===== src/rtl/mul_share_pkg.sv =====
// Shared types and widths for the Multi_8b sharing controller.
package mul_share_pkg;

    localparam int OP_W   = 8;
    localparam int RES_W  = 16;
    localparam int GIDX_W = 3;

    typedef enum logic [1:0] {
        ST_IDLE  = 2'd0,
        ST_ISSUE = 2'd1,
        ST_WAIT  = 2'd2,
        ST_DONE  = 2'd3
    } state_t;

    // Round-robin pointer advances to the requester after the one just served.
    function automatic logic [GIDX_W-1:0] next_ptr(input logic [GIDX_W-1:0] id, input int nreq);
        return (int'(id) == nreq - 1) ? '0 : id + 1'b1;
    endfunction

endpackage


===== src/rtl/mul_share_ctrl_rr_arbiter.sv =====
// Combinational round-robin picker: first set request at or after the pointer, wrapping.
module rr_arbiter
    import mul_share_pkg::*;
#(
    parameter int NREQ = 4
) (
    input  logic [NREQ-1:0]   i_req,
    input  logic [GIDX_W-1:0] i_ptr,
    output logic [NREQ-1:0]   o_grant,
    output logic [GIDX_W-1:0] o_idx,
    output logic              o_any
);

    logic [NREQ-1:0] w_rot;
    int              w_pos;

    // Rotating a doubled copy puts the pointer's requester at bit 0.
    assign w_rot = NREQ'({i_req, i_req} >> i_ptr);

    always_comb begin
        o_idx = '0;
        o_any = 1'b0;
        w_pos = 0;
        for (int j = 0; j < NREQ; j++) begin
            if (!o_any && w_rot[j]) begin
                o_any = 1'b1;
                w_pos = int'(i_ptr) + j;
                if (w_pos >= NREQ) w_pos = w_pos - NREQ;
                o_idx = GIDX_W'(w_pos);
            end
        end
    end

    always_comb begin
        o_grant = '0;
        for (int i = 0; i < NREQ; i++) begin
            o_grant[i] = o_any && (o_idx == GIDX_W'(i));
        end
    end

endmodule


===== src/rtl/mul_share_ctrl.sv =====
// Shares one Multi_8b sequential multiplier between NREQ requesters, with round-robin
// grant, operand latching and a watchdog that resets a hung multiplier.
//
// state | meaning
// IDLE  | waiting for a request; grant and latch operands on the next edge
// ISSUE | mul_start high for this one cycle; wait counter cleared
// WAIT  | counting; fim accepted from the second cycle, abort at TIMEOUT
// DONE  | one-cycle response pulse to the served requester, pointer advances
module mul_share_ctrl
    import mul_share_pkg::*;
#(
    parameter int NREQ    = 4,
    parameter int TIMEOUT = 64
) (
    input  logic                 clk,
    input  logic                 rst,
    input  logic [NREQ-1:0]      req,
    input  logic [OP_W*NREQ-1:0] req_a,
    input  logic [OP_W*NREQ-1:0] req_b,
    output logic [NREQ-1:0]      resp_valid,
    output logic [RES_W-1:0]     resp_result,
    output logic                 resp_z,
    output logic                 resp_ov,
    output logic                 resp_err,
    output logic                 busy,
    output logic [GIDX_W-1:0]    grant_id,
    output logic                 mul_start,
    output logic                 mul_rst,
    output logic [OP_W-1:0]      mul_a,
    output logic [OP_W-1:0]      mul_b,
    input  logic [RES_W-1:0]     mul_result,
    input  logic                 mul_fim,
    input  logic                 mul_z,
    input  logic                 mul_ov
);

    localparam int               CNT_W    = $clog2(TIMEOUT + 1);
    localparam logic [CNT_W-1:0] CNT_LAST = CNT_W'(TIMEOUT - 1);

    state_t             r_state;
    logic [GIDX_W-1:0]  r_ptr;
    logic [GIDX_W-1:0]  r_grant_id;
    logic [CNT_W-1:0]   r_cnt;
    logic [OP_W-1:0]    r_a;
    logic [OP_W-1:0]    r_b;
    logic               r_start;
    logic [NREQ-1:0]    r_valid;
    logic [RES_W-1:0]   r_result;
    logic               r_z;
    logic               r_ov;
    logic               r_err;
    logic               r_err_pulse;

    logic [NREQ-1:0]    w_grant;
    logic [GIDX_W-1:0]  w_idx;
    logic               w_any;
    logic [OP_W-1:0]    w_op_a;
    logic [OP_W-1:0]    w_op_b;
    logic [NREQ-1:0]    w_dec;

    rr_arbiter #(.NREQ(NREQ)) u_arb (
        .i_req   (req),
        .i_ptr   (r_ptr),
        .o_grant (w_grant),
        .o_idx   (w_idx),
        .o_any   (w_any)
    );

    always_comb begin
        w_op_a = '0;
        w_op_b = '0;
        for (int i = 0; i < NREQ; i++) begin
            if (w_grant[i]) begin
                w_op_a = req_a[OP_W*i +: OP_W];
                w_op_b = req_b[OP_W*i +: OP_W];
            end
        end
    end

    always_comb begin
        w_dec = '0;
        for (int i = 0; i < NREQ; i++) begin
            w_dec[i] = (r_grant_id == GIDX_W'(i));
        end
    end

    always_ff @(posedge clk or negedge rst) begin
        if (!rst) begin
            r_state     <= ST_IDLE;
            r_ptr       <= '0;
            r_grant_id  <= '0;
            r_cnt       <= '0;
            r_a         <= '0;
            r_b         <= '0;
            r_start     <= 1'b0;
            r_valid     <= '0;
            r_result    <= '0;
            r_z         <= 1'b0;
            r_ov        <= 1'b0;
            r_err       <= 1'b0;
            r_err_pulse <= 1'b0;
        end else begin
            r_start     <= 1'b0;
            r_valid     <= '0;
            r_err_pulse <= 1'b0;
            case (r_state)
                ST_IDLE: begin
                    if (w_any) begin
                        r_grant_id <= w_idx;
                        r_a        <= w_op_a;
                        r_b        <= w_op_b;
                        r_start    <= 1'b1;
                        r_state    <= ST_ISSUE;
                    end
                end
                ST_ISSUE: begin
                    r_cnt   <= '0;
                    r_state <= ST_WAIT;
                end
                ST_WAIT: begin
                    r_cnt <= r_cnt + 1'b1;
                    // A fim level left over from the previous op is ignored on the first cycle.
                    if ((r_cnt != '0) && mul_fim) begin
                        r_result <= mul_result;
                        r_z      <= mul_z;
                        r_ov     <= mul_ov;
                        r_err    <= 1'b0;
                        r_valid  <= w_dec;
                        r_state  <= ST_DONE;
                    end else if (r_cnt == CNT_LAST) begin
                        r_result    <= '0;
                        r_z         <= 1'b0;
                        r_ov        <= 1'b0;
                        r_err       <= 1'b1;
                        r_err_pulse <= 1'b1;
                        r_valid     <= w_dec;
                        r_state     <= ST_DONE;
                    end
                end
                ST_DONE: begin
                    r_ptr      <= next_ptr(r_grant_id, NREQ);
                    r_grant_id <= '0;
                    r_result   <= '0;
                    r_z        <= 1'b0;
                    r_ov       <= 1'b0;
                    r_err      <= 1'b0;
                    r_state    <= ST_IDLE;
                end
                default: r_state <= ST_IDLE;
            endcase
        end
    end

    assign busy        = (r_state != ST_IDLE);
    assign grant_id    = r_grant_id;
    assign mul_start   = r_start;
    assign mul_rst     = ~rst | r_err_pulse;
    assign mul_a       = r_a;
    assign mul_b       = r_b;
    assign resp_valid  = r_valid;
    assign resp_result = r_result;
    assign resp_z      = r_z;
    assign resp_ov     = r_ov;
    assign resp_err    = r_err;

endmodule


===== config.mk =====
export PLATFORM = sky130hd
export DESIGN_NAME = mul_share_ctrl
export DESIGN_NICKNAME = d
export VERILOG_FILES = /design/src/rtl/mul_share_pkg.sv /design/src/rtl/mul_share_ctrl_rr_arbiter.sv /design/src/rtl/mul_share_ctrl.sv
export SDC_FILE = /design/constraint.sdc
export NUM_CORES = 1
export LEC_CHECK = 0
export BUFFER_PORTS_ARGS = -buffer_cell sky130_fd_sc_hd__buf_4
export CORE_MARGIN = 2
export CORE_UTILIZATION = 30
export CTS_CLUSTER_DIAMETER = 50
export CTS_CLUSTER_SIZE = 10
export DETAILED_ROUTE_END_ITERATION = 10
export PLACE_DENSITY = 0.57
export SYNTH_ARGS = -nofsm -noshare
export SYNTH_HDL_FRONTEND = slang
export SYNTH_HIERARCHICAL = 1
export SYNTH_SLANG_ARGS = --single-unit
export TNS_END_PERCENT = 20

===== constraint.sdc =====
create_clock -name clk -period 8.7 [get_ports clk]
set_input_delay 0.87 -clock clk [delete_from_list [all_inputs] [get_ports clk]]
set_output_delay 0.87 -clock clk [all_outputs]
set_load 0.1 [all_outputs]

== Yosys cells after proc, flatten, opt, wreduce, memory -nomap -nowiden ==
Index checks and enable logic that the tools add are counted.
Widths: inputs -> output; s select.
Storage, ports and cells
  bits in registers: 56
  bits of input ports: 89
  output and inout port bits: 45
  word-level logic and storage cells: 112
Cells by class
  magnitude comparators: 4
  reduce and logical (&&, ||, !) cells: 23
  bitwise operators: 2
  shift-type cells: 1
  add/sub/neg operators: 9
  mux-type cells: 47
  equal/unequal tests: 13
Operators with widths (number)
  $mux 8: 8
  $mux 16: 2
  $pmux 16 s2: 1
  $mux 3: 10
  $mux 1: 14
  $pmux 7 s2: 1
  $eq 3x2->1 const B: 4
  $ge 4x3->1 const B: 3
  $mux 4: 3
  $sub 3x3->3 const B: 4
  $add 3x2->4 const B: 2
  $logic_and 1x1->1: 8
  $pmux 2 s4: 1
  $reduce_and 2->1: 4
  $reduce_bool 2->1: 4
  $shr 8x3->4: 1
  $add 7x1->7 const B: 1
  $eq 7x6->1 const B: 1
  $reduce_bool 7->1: 1
  $eq 3x1->1 const B: 2
  $logic_not 3->1: 2
  $mux 2: 3
  $pmux 1 s2: 3
  $pmux 3 s2: 1
  other kinds (12): 15

== Longest topological paths before layout ==
Gate-level depths: netlist of the first run.
  depth after elaboration: 17
  depth in mapped cells: 13
  gate-level depth less buffers: 10

== Modules after synthesis ==
The synthesis of the first run kept the hierarchy.
Modules (own cells, without submodules)
  mul_share_ctrl: area an instance 2837.7 µm², cells an instance 276, times used 1
  rr_arbiter: area an instance 419.2 µm², cells an instance 55, times used 1

== Worst setup path before layout of the first run ==
No wires, ideal clock.
  kind: in2reg
  start point: in req[3]
  end point: reg r_a[4], in the netlist mul_a[4]
  path slack: 5.525 ns
  path buffers: 1
  cell stages on the path: 10
  arrival: 3.093 ns
  data required time: 8.618 ns
  cells stage by stage: a211oi_1 o21ai_1 a2111oi_4 a211oi_1 a311oi_1 nor2b_1 clkbuf_1 a221oi_1 a211o_1 a31oi_1
On the way
  longest elaborated chain between the ends: 17
RTL lines
  from (decl): RTL line mul_share_ctrl.sv:17  | input logic [NREQ-1:0] req,
  $shr 8x3->4 *: RTL line mul_share_ctrl_rr_arbiter.sv:18  | assign w_rot = NREQ'({i_req, i_req} >> i_ptr);
  $mux 1: RTL line mul_share_ctrl_rr_arbiter.sv:25  | if (!o_any && w_rot[j]) begin
  $logic_not 1->1: RTL line mul_share_ctrl_rr_arbiter.sv:25
  $logic_and 1x1->1: RTL line mul_share_ctrl_rr_arbiter.sv:25
  $mux 1: RTL line mul_share_ctrl_rr_arbiter.sv:25
  $logic_not 1->1: RTL line mul_share_ctrl_rr_arbiter.sv:25
  $logic_and 1x1->1: RTL line mul_share_ctrl_rr_arbiter.sv:25
  $mux 1: RTL line mul_share_ctrl_rr_arbiter.sv:25
  $logic_not 1->1: RTL line mul_share_ctrl_rr_arbiter.sv:25
  $logic_and 1x1->1: RTL line mul_share_ctrl_rr_arbiter.sv:25
  $mux 3: RTL line mul_share_ctrl_rr_arbiter.sv:25
  $logic_not 3->1: RTL line mul_share_ctrl_rr_arbiter.sv:37  | o_grant[i] = o_any && (o_idx == GIDX_W'(i));
  $logic_and 1x1->1 *: RTL line mul_share_ctrl_rr_arbiter.sv:37
  named net w_grant[0]: RTL line mul_share_ctrl.sv:54  | logic [NREQ-1:0] w_grant;
  $mux 8 * (4 in a row): RTL line mul_share_ctrl.sv:73  | if (w_grant[i]) begin
  to (signal assigned): RTL line mul_share_ctrl.sv:110  | r_a <= w_op_a;
  to (decl): RTL line mul_share_ctrl.sv:44  | logic [OP_W-1:0] r_a;
The timed path passes the listed nets; every way through them passes the cells marked *.
A chain may end at the register's enable or synchronous reset.

== Final worst setup path of the first run ==
  start point: reg r_ptr[0]
  end point: reg r_a[4], in the netlist mul_a[4]
RTL lines
  from (decl): RTL line mul_share_ctrl.sv:41  | logic [GIDX_W-1:0] r_ptr;
  from (signal assigned): RTL line mul_share_ctrl.sv:141  | r_ptr <= next_ptr(r_grant_id, NREQ);
  parallel branches: the longest is 12 deep, another holds $add 3x1->4
  $logic_and 1x1->1 *: RTL line mul_share_ctrl_rr_arbiter.sv:37
  named net w_grant[1]: RTL line mul_share_ctrl.sv:54
  $mux 8 * (3 in a row): RTL line mul_share_ctrl.sv:73
Mark *: on every way through the listed nets, which the timed path passes.

==> results of run 1 <==
[kinds of logic after synthesis]
| family | count (synthesis) | synth area share, % |
|---|---|---|
| buf+inv | 56 | 8.029 |
| flops | 56 | 43.03 |
| other cells | 1 | 0.1151 |
| mux | 10 | 3.534 |
| compound gates | 108 | 27.20 |
| simple gates | 88 | 13.60 |
| fa+ha+maj | 11 | 4.226 |
| xor+xnor | 1 | 0.2690 |
[through the flow]
step / setup WS, ns / hold WS [ns] / std cells / cell area (um^2)
floorplan: 5.525 / 0.4998 / 331 / 3257
global placement: 4.540 / 0.4857 / 585 / 4342
detailed placement: 4.448 / 0.4849 / 585 / 4342
CTS: 4.476 / 0.5149 / 593 / 4437
global route: 4.062 / 0.5373 / 593 / 4437
finish: 4.394 / 0.5095 / 593 / 4437
[critical path, stage by stage (launching register included)]
cell                       delay, ns
sky130_fd_sc_hd__dfrtp_1        0.78
sky130_fd_sc_hd__inv_2          0.21
sky130_fd_sc_hd__ha_1           0.43
sky130_fd_sc_hd__inv_1          0.09
sky130_fd_sc_hd__or4_1          0.40
sky130_fd_sc_hd__a31oi_1        0.45
sky130_fd_sc_hd__a311oi_2       0.09
sky130_fd_sc_hd__buf_4          0.25
sky130_fd_sc_hd__nor2b_1        0.85
sky130_fd_sc_hd__a221oi_1       0.20
sky130_fd_sc_hd__a211o_1        0.33
sky130_fd_sc_hd__a31oi_1        0.16
[sequential cells by signal, indices dropped and copies added (netlist names)]
register	cells
mul_start	1
r_ptr	3
r_err_pulse	1
resp_err	1
resp_valid	4
grant_id	3
mul_b	8
resp_z	1
resp_result	16
resp_ov	1
r_state	2
r_cnt	7
mul_a	8
[routing by layer]
metal / vias up / wire (um)
met5: - / 0
met4: 0 / 93
met3: 7 / 660
met2: 106 / 4224
met1: 1434 / 3795
li1: 1447 / -
[area by class of cell]
| cell class | count | area share [%] |
|---|---|---|
| clock inverter | 3 | 0.5922 |
| timing repair buffer | 137 | 23.18 |
| tap | 140 | 3.948 |
| inverter | 33 | 2.792 |
| sequential | 56 | 31.58 |
| multi-input combinational | 219 | 36.35 |
| clock buffer | 5 | 1.551 |
[cells in the mapped netlist, types with 2 or more instances]
master                     number
sky130_fd_sc_hd__a22oi_1        2
sky130_fd_sc_hd__a22o_1        10
sky130_fd_sc_hd__a211oi_1       6
sky130_fd_sc_hd__o22ai_1        4
sky130_fd_sc_hd__a221oi_1      14
sky130_fd_sc_hd__nor3_1         3
sky130_fd_sc_hd__o21ai_0        8
sky130_fd_sc_hd__a211o_1       16
sky130_fd_sc_hd__a21oi_1        2
sky130_fd_sc_hd__nor2b_1        6
sky130_fd_sc_hd__nand4_1        2
sky130_fd_sc_hd__clkbuf_1      16
sky130_fd_sc_hd__mux2_2         2
sky130_fd_sc_hd__and3b_1        2
sky130_fd_sc_hd__nor2_1        25
sky130_fd_sc_hd__ha_1          11
sky130_fd_sc_hd__buf_6          4
sky130_fd_sc_hd__a21o_1         3
sky130_fd_sc_hd__dfrtp_1       56
sky130_fd_sc_hd__nand2_1       28
sky130_fd_sc_hd__a311oi_1       2
sky130_fd_sc_hd__and2_1         6
sky130_fd_sc_hd__a22o_2        10
sky130_fd_sc_hd__o211ai_1       2
sky130_fd_sc_hd__inv_1         32
sky130_fd_sc_hd__nand2b_1       4
sky130_fd_sc_hd__a31oi_1       20
sky130_fd_sc_hd__nand3_1        3
sky130_fd_sc_hd__mux2i_1        7
[how the worst max path moves through the flow]
stage,startpoint,endpoint,slack (ns),depth (start not counted)
after floorplan,req[3],mul_a[4],5.52,10
after global placement,req[3],mul_b[2],4.54,10
after detailed placement,req[3],mul_b[7],4.45,10
after CTS,r_ptr[0],mul_a[4],4.48,11
after global routing,r_ptr[0],mul_a[0],4.06,11
final,r_ptr[0],mul_a[4],4.39,11
==> flow_results.org, run 1 <==
** STA
- Clock Skew :: 0.01796 ns
- Setup repair after global routing missed its margin :: false
- Endpoints failing hold :: 0
- Min Clock Period, post-route :: approximately 4.3 ns
- For the pin with the worst max-slew slack, the measured transition is 1.123 ns.
- Derived from the worst setup path, the maximum achievable clock frequency is ~230 MHz.
- The number of pins with negative max-slew slack in the final report is 0.
- Max_slew headroom :: approximately 25%
- After routing, the total negative slack on setup checks comes to 0 ns.
- Number of setup violations in the final report :: 0
- The final critical path takes up around 50% of the cycle.

** Layout
- Number of fillers in the final layout :: ~1000
- Number of nets in the final layout :: approximately 550
- Fraction of layout cells with a size suffix above 1 :: 37.31%
- Most frequent cells in the layout :: sky130_fd_sc_hd__buf_4 (137), sky130_fd_sc_hd__dfrtp_1 (56), sky130_fd_sc_hd__inv_1 (32), sky130_fd_sc_hd__nand2_1 (28), sky130_fd_sc_hd__nor2_1 (25)
- Flip-flop and latch area :: about 1400 um^2
- Layout area overhead :: 36.23%
- Ant. Diodes :: 0
- Multi-input gate area in the final layout :: ~1600 um^2
- Measured on the finished design, the core utilization comes to just over 40%.
- Leaving out fill and tap cells, the most frequent cell in the layout is sky130_fd_sc_hd__buf_4.

** Clocking
- At the later pin of the worst-skew pair, clock insertion delay measures roughly 0.33 ns.
- The root buffer cell chosen for the clock tree is sky130_fd_sc_hd__clkbuf_8.
- After clock tree synthesis, the clock-pin slew on the worst setup and hold paths is about 0.12 ns.
- Count of clock tree sinks :: 56
- Gates resized during post-CTS repair numbered 0.
- The number of clock buffers added by TritonCTS is 5.
- Post-CTS Hold Buffers :: 0
- TritonCTS built the clock tree.
- H-tree depth :: 2
- No sink is reached through more buffers than the 2 on the longest clock path.
- After clock tree synthesis, the setup repair step added 0 buffers.

** Route
- Wire length per cell :: between 10 and 15 um
- The first routing iteration left 118 violations.
- # DRC :: 0
- Once detail routing completed, the nets flagged for antenna violations numbered 0.
- Vias after detailed routing :: roughly 3000
- Total wire length :: 8774 um
- Post-DR vias/cell :: between 5 and 6
- Router iterations before antenna repair :: 4

** Global routing
- In the global route stage, met1 resource usage came out at 19.54%.
- Wire length of the first global-routing pass :: roughly 14000 um
- Antenna violations before repair :: 0
- The global routing stage identified its most utilized layer as met2.
- GR Util All Layers :: between 10% and 20%
- GR Layer Usage met3 :: 4.219%
- Entering global routing, the biggest net connects 58 pins.
- Global-route track usage on met2 :: 24.89%
- Global routing finished with a remaining overflow of 0.
- Number of global-route vias before repair :: 2873

** Logic synthesis
- Each instance of the synthesized netlist takes up on average 9.839 um^2.
- Counting flops with a built-in enable in the synthesized netlist gives 0.
- Area of the mapped netlist :: 3257 um^2
- The biggest area contributor in the post-synthesis netlist is sky130_fd_sc_hd__dfrtp_1.
- Area share of the largest cell type after synthesis :: between 40% and 50%
- Synth Net Count :: approximately 430
- Counting flops with an async set or reset pin after synthesis yields a share of between 90% and 100%.
- Synth cell types :: 54
- In the synthesized netlist the dominant register cell turns out to be sky130_fd_sc_hd__dfrtp_1.
- By area the synthesized netlist is led by sky130_fd_sc_hd__dfrtp_1 (43%), sky130_fd_sc_hd__a211o_1 (4.3%), sky130_fd_sc_hd__ha_1 (4.2%).
- Ys Warns :: 6
- Proportion of synthesized chip area in sequential cells :: between 40 and 50%
- Cells after synthesis :: between 300 and 400
- Count of state elements after synthesis :: between 50 and 60

** Die
- FP Rows :: 38
- The core region is around 11000 um^2.
- The die covers 11710 um^2.
- In this run the vertical extent of the chip is ~110 um.
- Die Width :: approximately 110 um
- The initial utilization of the core area, before any placement, comes to a little under a third.
- Count of boundary I/O pins :: 134

** Worst hold path
- The path class of the tightest hold or removal check is flop to flop.
- Counting instances, the worst hold path has a depth of 1.
- Hold path startpoint :: resp_result[15]
- The path with the worst hold slack has its endpoint at resp_result[15].

** Outcome
- Result of the run :: completed

** Worst setup path
- For the worst setup path, the data arrival time is approximately 4.6 ns.
- The worst register-to-register path ends at mul_a[4].
- Slack of the worst reg-to-reg path :: around 4.4 ns
- Crit path launch type :: flop
- The worst register-to-register path has a depth of 11.
- Worst Setup Path Type :: flop to flop
- Top fanout value on the critical path :: 21
- Data required, critical path :: around 9.0 ns
- Sort of element at the end of the critical path :: flop
- The startpoint identified for the worst register-to-register timing path is r_ptr[0].

** Job
- Max-cap violations in this run came to 0.

** Place
- Number of buffer cells added on primary ports :: 133
- The congestion estimate from routability-driven global placement came to between 0.8 and 0.9.
- The HPWL after detailed placement is roughly 6500 um.
Power of run 1 is left out: the tool's default activity adds up to more than one toggle a clock period on the data nets, which glitch-free logic cannot reach.
==> run 2, diff against run 1 <==
- PLACE_DENSITY: 0.57 -> 0.59
- clock period: 8.7 -> 3.6 ns (I/O delays scaled with it)
==> flow_results.org, run 2 (same netlist as run 1, synthesis figures left out) <==
** Route
- Post-DR vias/cell :: 4.980 (-1.4%)
- The number of DRC markers after the initial detailed-route iteration is 131 (+11%).
- Vias after detailed routing :: 2973 (-0.70%)
- Antenna Nets Post-Route :: 0 (unchanged)
- Total wire length :: 8823 um (+0.56%)
- # DRC :: 0 (unchanged)
- The number of search-and-repair iterations in the first detailed-routing pass came to 4 (unchanged).
- Wire length per cell :: 14.78 um (-0.12%)

** Die
- The overall die width was 108.2 um (unchanged).
- Count of boundary I/O pins :: 134 (unchanged)
- Overall die area :: 11710 um^2 (unchanged)
- The initial core utilization was 30.44% (unchanged).
- FP Rows :: 38 (unchanged)
- The area of the core region came to 10700 um^2 (unchanged).
- The vertical extent of the die is 108.2 um (unchanged).

** Layout
- The count of nets after finishing is 556 (+0.72%).
- The proportion of layout cells with a drive suffix above 1 is 38.07% (+0.77 points).
- The final standard cell area without fillers came to 4468 um^2 (+0.71%).
- Most frequent cells in the layout :: sky130_fd_sc_hd__buf_4 (141), sky130_fd_sc_hd__dfrtp_1 (55), sky130_fd_sc_hd__inv_1 (32), sky130_fd_sc_hd__nand2_1 (28), sky130_fd_sc_hd__nor2_1 (25)
- The antenna diode instance count came to 0 (unchanged).
- Multi-input gate area in the final layout :: 1613 um^2 (unchanged)
- From synthesis to final layout, the design area changed by 37.19%.
- Most common cell after layout, fill and taps aside :: sky130_fd_sc_hd__buf_4
- Number of standard cells in the layout, taps in and fillers out :: 597 (+0.67%)
- Number of flip-flops in the largest register :: 16 (unchanged)
- The number of inserted filler cells in the final layout was 1036 (-1.2%).
- Flip-flop and latch area :: 1403 um^2 (about the same)

** Worst setup path
- Crit path largest cell delay :: 0.51 ns (-0.34 ns)
- Crit path launch type :: flop
- Endpoint of the lowest-slack register-to-register path :: mul_a[1]
- Register-to-Register Path Depth :: 11 (unchanged)
- CP arrival :: 3.40 ns (-1.16 ns)
- Top fanout value on the critical path :: 32 (+52%)
- The critical path is of the flop to flop type.
- Crit path capture :: mul_a[1]
- Slack of the worst reg-to-reg path :: 0.43 ns (-3.97 ns)
- Sequence of cells on the critical path :: inv_1, ha_1, inv_1, or4_1, a31oi_1, a22oi_1, o22ai_2, buf_4, a221oi_1, a211o_1, a31oi_1
- The most critical setup path has its startpoint at r_ptr[1].
- Sort of element at the end of the critical path :: flop
- The worst register-to-register path begins at r_ptr[1].
- For this design, the slowest cell found on the critical path is sky130_fd_sc_hd__dfrtp_2.
- The required time of the worst setup path was 3.83 ns (-5.13 ns).

** Place
- The number of buffers inserted by port buffering came to 133 (unchanged).
- RD Place Congestion :: 0.7914 (-1.9%)
- The half-perimeter wire length of the detailed placement result came to 6604 um (+1.1%).
- The post-placement cell area is 4372 um^2 (+0.69%).
- The number of placed instances with taps included is 589 (+0.68%).

** Clocking
- The number of H-tree levels was 2 (unchanged).
- TritonCTS built the clock tree.
- Clock input transition at the sequential cells of the worst setup and hold paths :: 0.12 ns (about the same)
- The number of clock buffers inserted by TritonCTS came to 5 (unchanged).
- Post-CTS Hold Buffers :: 0 (unchanged)
- Post-cts sizing count :: 0 (unchanged)
- The later-pin clock latency in the skew report came to 0.32 ns (about the same).
- Clock tree synthesis selected as its root buffer the cell sky130_fd_sc_hd__clkbuf_8.
- Post-CTS Repair Setup Buffers :: 0 (unchanged)
- The largest buffer count on any clock path is 2 (unchanged).
- Count of clock tree sinks :: 56 (unchanged)

** Global routing
- Grt ovf :: 0 (unchanged)
- The pin count of the biggest net entering global routing is 57 (-1.7%).
- The number of antenna violations at the first check in global routing was 0 (unchanged).
- GR Util All Layers :: 14.94% (-0.074 points)
- Number of global-route vias before repair :: 2933 (+2.1%)
- The wire length of the first global-routing pass was 14040 um (+0.29%).

** Job
- Max-cap check violation count :: 0 (unchanged)

** STA
- Final clock period utilization by the worst path :: 88.15% (+39 points)
- Number of setup violations in the final report :: 0 (unchanged)
- Max Slew Vio Count :: 0 (unchanged)
- Slew @ Worst Pin :: 0.7166 ns (-0.4065 ns)
- Setup Total Neg Slack :: 0 ns (unchanged)
- Max Clk Rate :: 315.1 MHz (+36%)
- Max_slew headroom :: 52.23% (+28 points)
- Endpoints failing hold :: 0 (unchanged)
- Min Clock Period, post-route :: 3.174 ns (-1.132 ns)
- Clock Skew :: 0.01603 ns (-0.001928 ns)
- Setup repair after global routing missed its margin :: false

** Outcome
- The flow ran to the end, and the final reports show no timing, DRC or antenna violations.

** Worst hold path
- Type of the tightest min-delay check :: input port to asynchronous set/reset pin
==> run 2: through the flow <==
step	hold WS, ns	util [%]	worst slack (ns)
4_1_cts	0.2417	41.75	0.3419
3_3_place_gp	0.4887	40.87	0.4646
3_5_place_dp	0.4879	40.87	0.3592
5_1_grt	0.2534	41.77	0.1109
2_1_floorplan	0.06441	-	0.5168
6_report	0.2104	41.77	0.4265
==> run 2: area by class of cell <==
type / instances / area share (%)
flip-flops and latches: 56 / 31.39
repair buffers: 141 / 23.69
well taps: 140 / 3.920
multi-input cells: 219 / 36.10
clock buffers: 5 / 1.540
inverters: 33 / 2.772
clock inverters: 3 / 0.5881
==> run 2: routing by layer <==
| metal | part of all wire [%] | track usage (%) | vias up |
|---|---|---|---|
| li1 | - | - | 1462 |
| met1 | 44 | 19.71 | 1412 |
| met2 | 49 | 24.71 | 93 |
| met3 | 7.2 | 4.280 | 6 |
| met4 | 0.67 | 2.656 | 0 |
| met5 | 0 | 0 | - |
==> run 2: how the worst min path moves through the flow <==
| stage | end | slack [ns] | cells past startpoint |
|---|---|---|---|
| 6_report | mul_b[5] | 0.21 | 2 |
| 5_1_grt | resp_result[1] | 0.25 | 2 |
| 3_5_place_dp | resp_ov | 0.49 | 1 |
| 4_1_cts | mul_b[7] | 0.24 | 2 |
| 3_3_place_gp | resp_ov | 0.49 | 1 |
| 2_1_floorplan | grant_id[0] | 0.06 | 0 |
==> run 2: worst max-delay path, delay by kind of cell, from the launching register on <==
| kind | cells | cell delay (ns) |
|---|---|---|
| adders and majority gates | 1 | 0.36 |
| AOI/OAI and AO/OA | 6 | 1.33 |
| buffers and inverters | 3 | 0.49 |
| DFF | 1 | 0.51 |
| and+or+nand+nor | 1 | 0.39 |
Power of run 2 is left out for the same reason.
==> run 3, diff against run 2 <==
- CORE_ASPECT_RATIO: not set -> 1.1
==> flow_results.org, run 3 (same netlist as run 1, synthesis figures left out) <==
** Worst setup path
- STA classifies the critical path endpoint as a flop.
- The setup path with the least slack is of type flop to flop.
- Top fanout value on the critical path :: 14 (-56%)
- Data required, critical path :: 3.82 ns (about the same)
- The depth of the worst register-to-register path is 10 (-1).
- Crit path capture :: mul_b[0]
- Crit path launch type :: flop
- Endpoint of the lowest-slack register-to-register path :: mul_b[0]
- Start point of the critical path :: r_ptr[1]
- CP arrival :: 3.47 ns (+0.07 ns)
- The startpoint identified for the worst register-to-register timing path is r_ptr[1].
- Slack of the worst reg-to-reg path :: 0.35 ns (-0.08 ns)

** Route
- Router iterations before antenna repair :: 4 (unchanged)
- The aggregate routed wire length came to 8757 um (-0.75%).
- # DRC :: 0 (unchanged)
- The number of DRC markers after the initial detailed-route iteration is 85 (-35%).
- The total via count in the routed design is 3034 (+2.1%).
- Post-DR vias/cell :: 5.048 (+1.4%)
- The average wire per standard cell came to 14.57 um (-1.4%).
- Antenna Nets Post-Route :: 0 (unchanged)

** Place
- RD Place Congestion :: 0.7685 (-2.9%)
- The number of placed instances with taps included came to 593 (+0.68%).
- Number of buffer cells added on primary ports :: 133 (unchanged)
- The half-perimeter wire length of the detailed placement result was 6381 um (-3.4%).

** Layout
- Most frequent cells in the layout :: sky130_fd_sc_hd__buf_4 (141), sky130_fd_sc_hd__dfrtp_1 (56), sky130_fd_sc_hd__inv_1 (32), sky130_fd_sc_hd__nand2_1 (28), sky130_fd_sc_hd__nor2_1 (25)
- The count of nets after finishing was 557 (+0.18%).
- Number of standard cells in the layout, taps in and fillers out :: 601 (+0.67%)
- Most common cell after layout, fill and taps aside :: sky130_fd_sc_hd__buf_4
- The number of inserted filler cells in the final layout is 1039 (+0.29%).
- Fraction of layout cells with a size suffix above 1 :: 38.21% (+0.14 points)
- The antenna diode instance count came to 0 (unchanged).
- Number of flip-flops in the largest register :: 16 (unchanged)
- From synthesis to final layout, the design area changed by 39.68%.

** STA
- Setup repair after global routing left no endpoint under its margin.
- Max Clk Rate :: 307.4 MHz (-2.4%)
- Number of setup violations in the final report :: 0 (unchanged)
- The total negative slack for setup checks is 0 ns (unchanged).
- The worst-margin pin slew came to 0.7159 ns (-0.0007073 ns).
- Max Slew Vio Count :: 0 (unchanged)
- The final critical path time including I/O delays and setup is 3.253 ns (+0.07941 ns).
- Clock Skew :: 0.009769 ns (-0.006258 ns)
- The worst slew margin relative to its limit was 52.28% (about the same).
- Endpoints failing hold :: 0 (unchanged)
- The final worst-path cycle share was 90.36% (+2.2 points).

** Global routing
- The total routing usage reported by global routing was 15.06% (+0.12 points).
- The wire length of the first global-routing pass was 14060 um (+0.15%).
- The number of global-route vias before repair came to 2924 (-0.31%).
- Antenna violations before repair :: 0 (unchanged)
- Grt ovf :: 0 (unchanged)
- The pin count of the biggest net entering global routing is 57 (unchanged).

** Die
- Initial standard-cell utilization of the core :: 31.04% (+0.60 points)
- The area of the core region was 10490 um^2 (-1.9%).
- The vertical extent of the die came to 113.3 um (+4.7%).
- Count of boundary I/O pins :: 134 (unchanged)
- Overall die area :: 11710 um^2 (about the same)
- FP Rows :: 39 (+2.6%)
- Die Width :: 103.3 um (-4.5%)

** Clocking
- The number of H-tree levels is 2 (unchanged).
- The number of clock buffers inserted by TritonCTS came to 5 (unchanged).
- Count of clock tree sinks :: 56 (unchanged)
- Clock tree from TritonCTS :: built
- The post-CTS clock slew at the launch and capture registers of the worst setup and hold paths was 0.08 ns (-0.04 ns).
- CTS Root Cell :: sky130_fd_sc_hd__clkbuf_16
- Latest clock arrival within the worst-skew pair :: 0.30 ns (-0.02 ns)
- Post-CTS Repair Setup Buffers :: 0 (unchanged)
- The largest buffer count on any clock path is 2 (unchanged).

** Outcome
- The run finished with clean final reports.

** Worst hold path
- Type of the tightest min-delay check :: input port to asynchronous set/reset pin

** Job
- The count of max-cap constraint violations came to 0 (unchanged).
## run 3: cell count changes in the layout (fill, tap and decap cells not counted), sizes merged
cell      before  now
buf          141  142
clkinvlp       2    1
inv           34   35
## run 3: worst min path at each step
stage                        start              end  cells past startpoint  slack (ns)
detailed placement  resp_result[4]   resp_result[4]                      1        0.49
global placement    resp_result[8]   resp_result[8]                      1        0.49
CTS                  mul_result[3]   resp_result[3]                      2        0.27
finish                         rst         r_cnt[4]                      2        0.24
global route        mul_result[12]  resp_result[12]                      2        0.27
floorplan                      rst      grant_id[0]                      0        0.06
## run 3: cell type report
class | count | area (um^2) | area share (%)
repair buffers | 142 | 1079 | 23.71
inverters | 33 | 123.9 | 2.723
clock buffers | 5 | 125.1 | 2.750
multi-input cells | 219 | 1617 | 35.53
well taps | 143 | 178.9 | 3.933
clock inverters | 3 | 25.02 | 0.5501
flip-flops and latches | 56 | 1401 | 30.80
## run 3: critical path, cell delays in order (launching register included)
cell                        delay (ns)
sky130_fd_sc_hd__dfrtp_1          0.61
sky130_fd_sc_hd__mux2i_2          0.37
sky130_fd_sc_hd__mux2i_1          0.22
sky130_fd_sc_hd__a2111oi_4        0.42
sky130_fd_sc_hd__a211oi_1         0.14
sky130_fd_sc_hd__a311oi_1         0.45
sky130_fd_sc_hd__nor2b_1          0.19
sky130_fd_sc_hd__buf_4            0.22
sky130_fd_sc_hd__a221oi_1         0.10
sky130_fd_sc_hd__a211o_1          0.27
sky130_fd_sc_hd__a31oi_1          0.17
## run 3: routing by layer
layer  routed length [um]  vias up  share of wire, %  global-route usage, %
met1                 3785     1474                43                  19.95
met2                 4304       90                49                  24.39
met5                    0        -                 0                      0
met3                  577        9               6.6                  4.262
met4                   90        0               1.0                  3.246
li1                     -     1461                 -                      -
## run 3: through the flow
| step | cell area [um^2] | utilization [%] | worst slack (ns) | hold slack (ns) |
|---|---|---|---|---|
| final | 4549 | 43.36 | 0.3471 | 0.2436 |
| after CTS | 4546 | 43.33 | 0.3386 | 0.2697 |
| after detailed placement | 4395 | 41.90 | 0.3505 | 0.4871 |
| after floorplan | 3257 | - | 0.5168 | 0.06441 |
| after global routing | 4549 | 43.36 | 0.01598 | 0.2696 |
| after global placement | 4395 | 41.90 | 0.4254 | 0.4880 |
## run 3: repair_timing
action | CTS | global route
gates resized for setup | 0 | 1
setup endpoints to repair | 0 | 6
endpoints found under the hold margin | 0 | 0
hold buffers | 0 | 0
Power of run 3 is left out for the same reason.
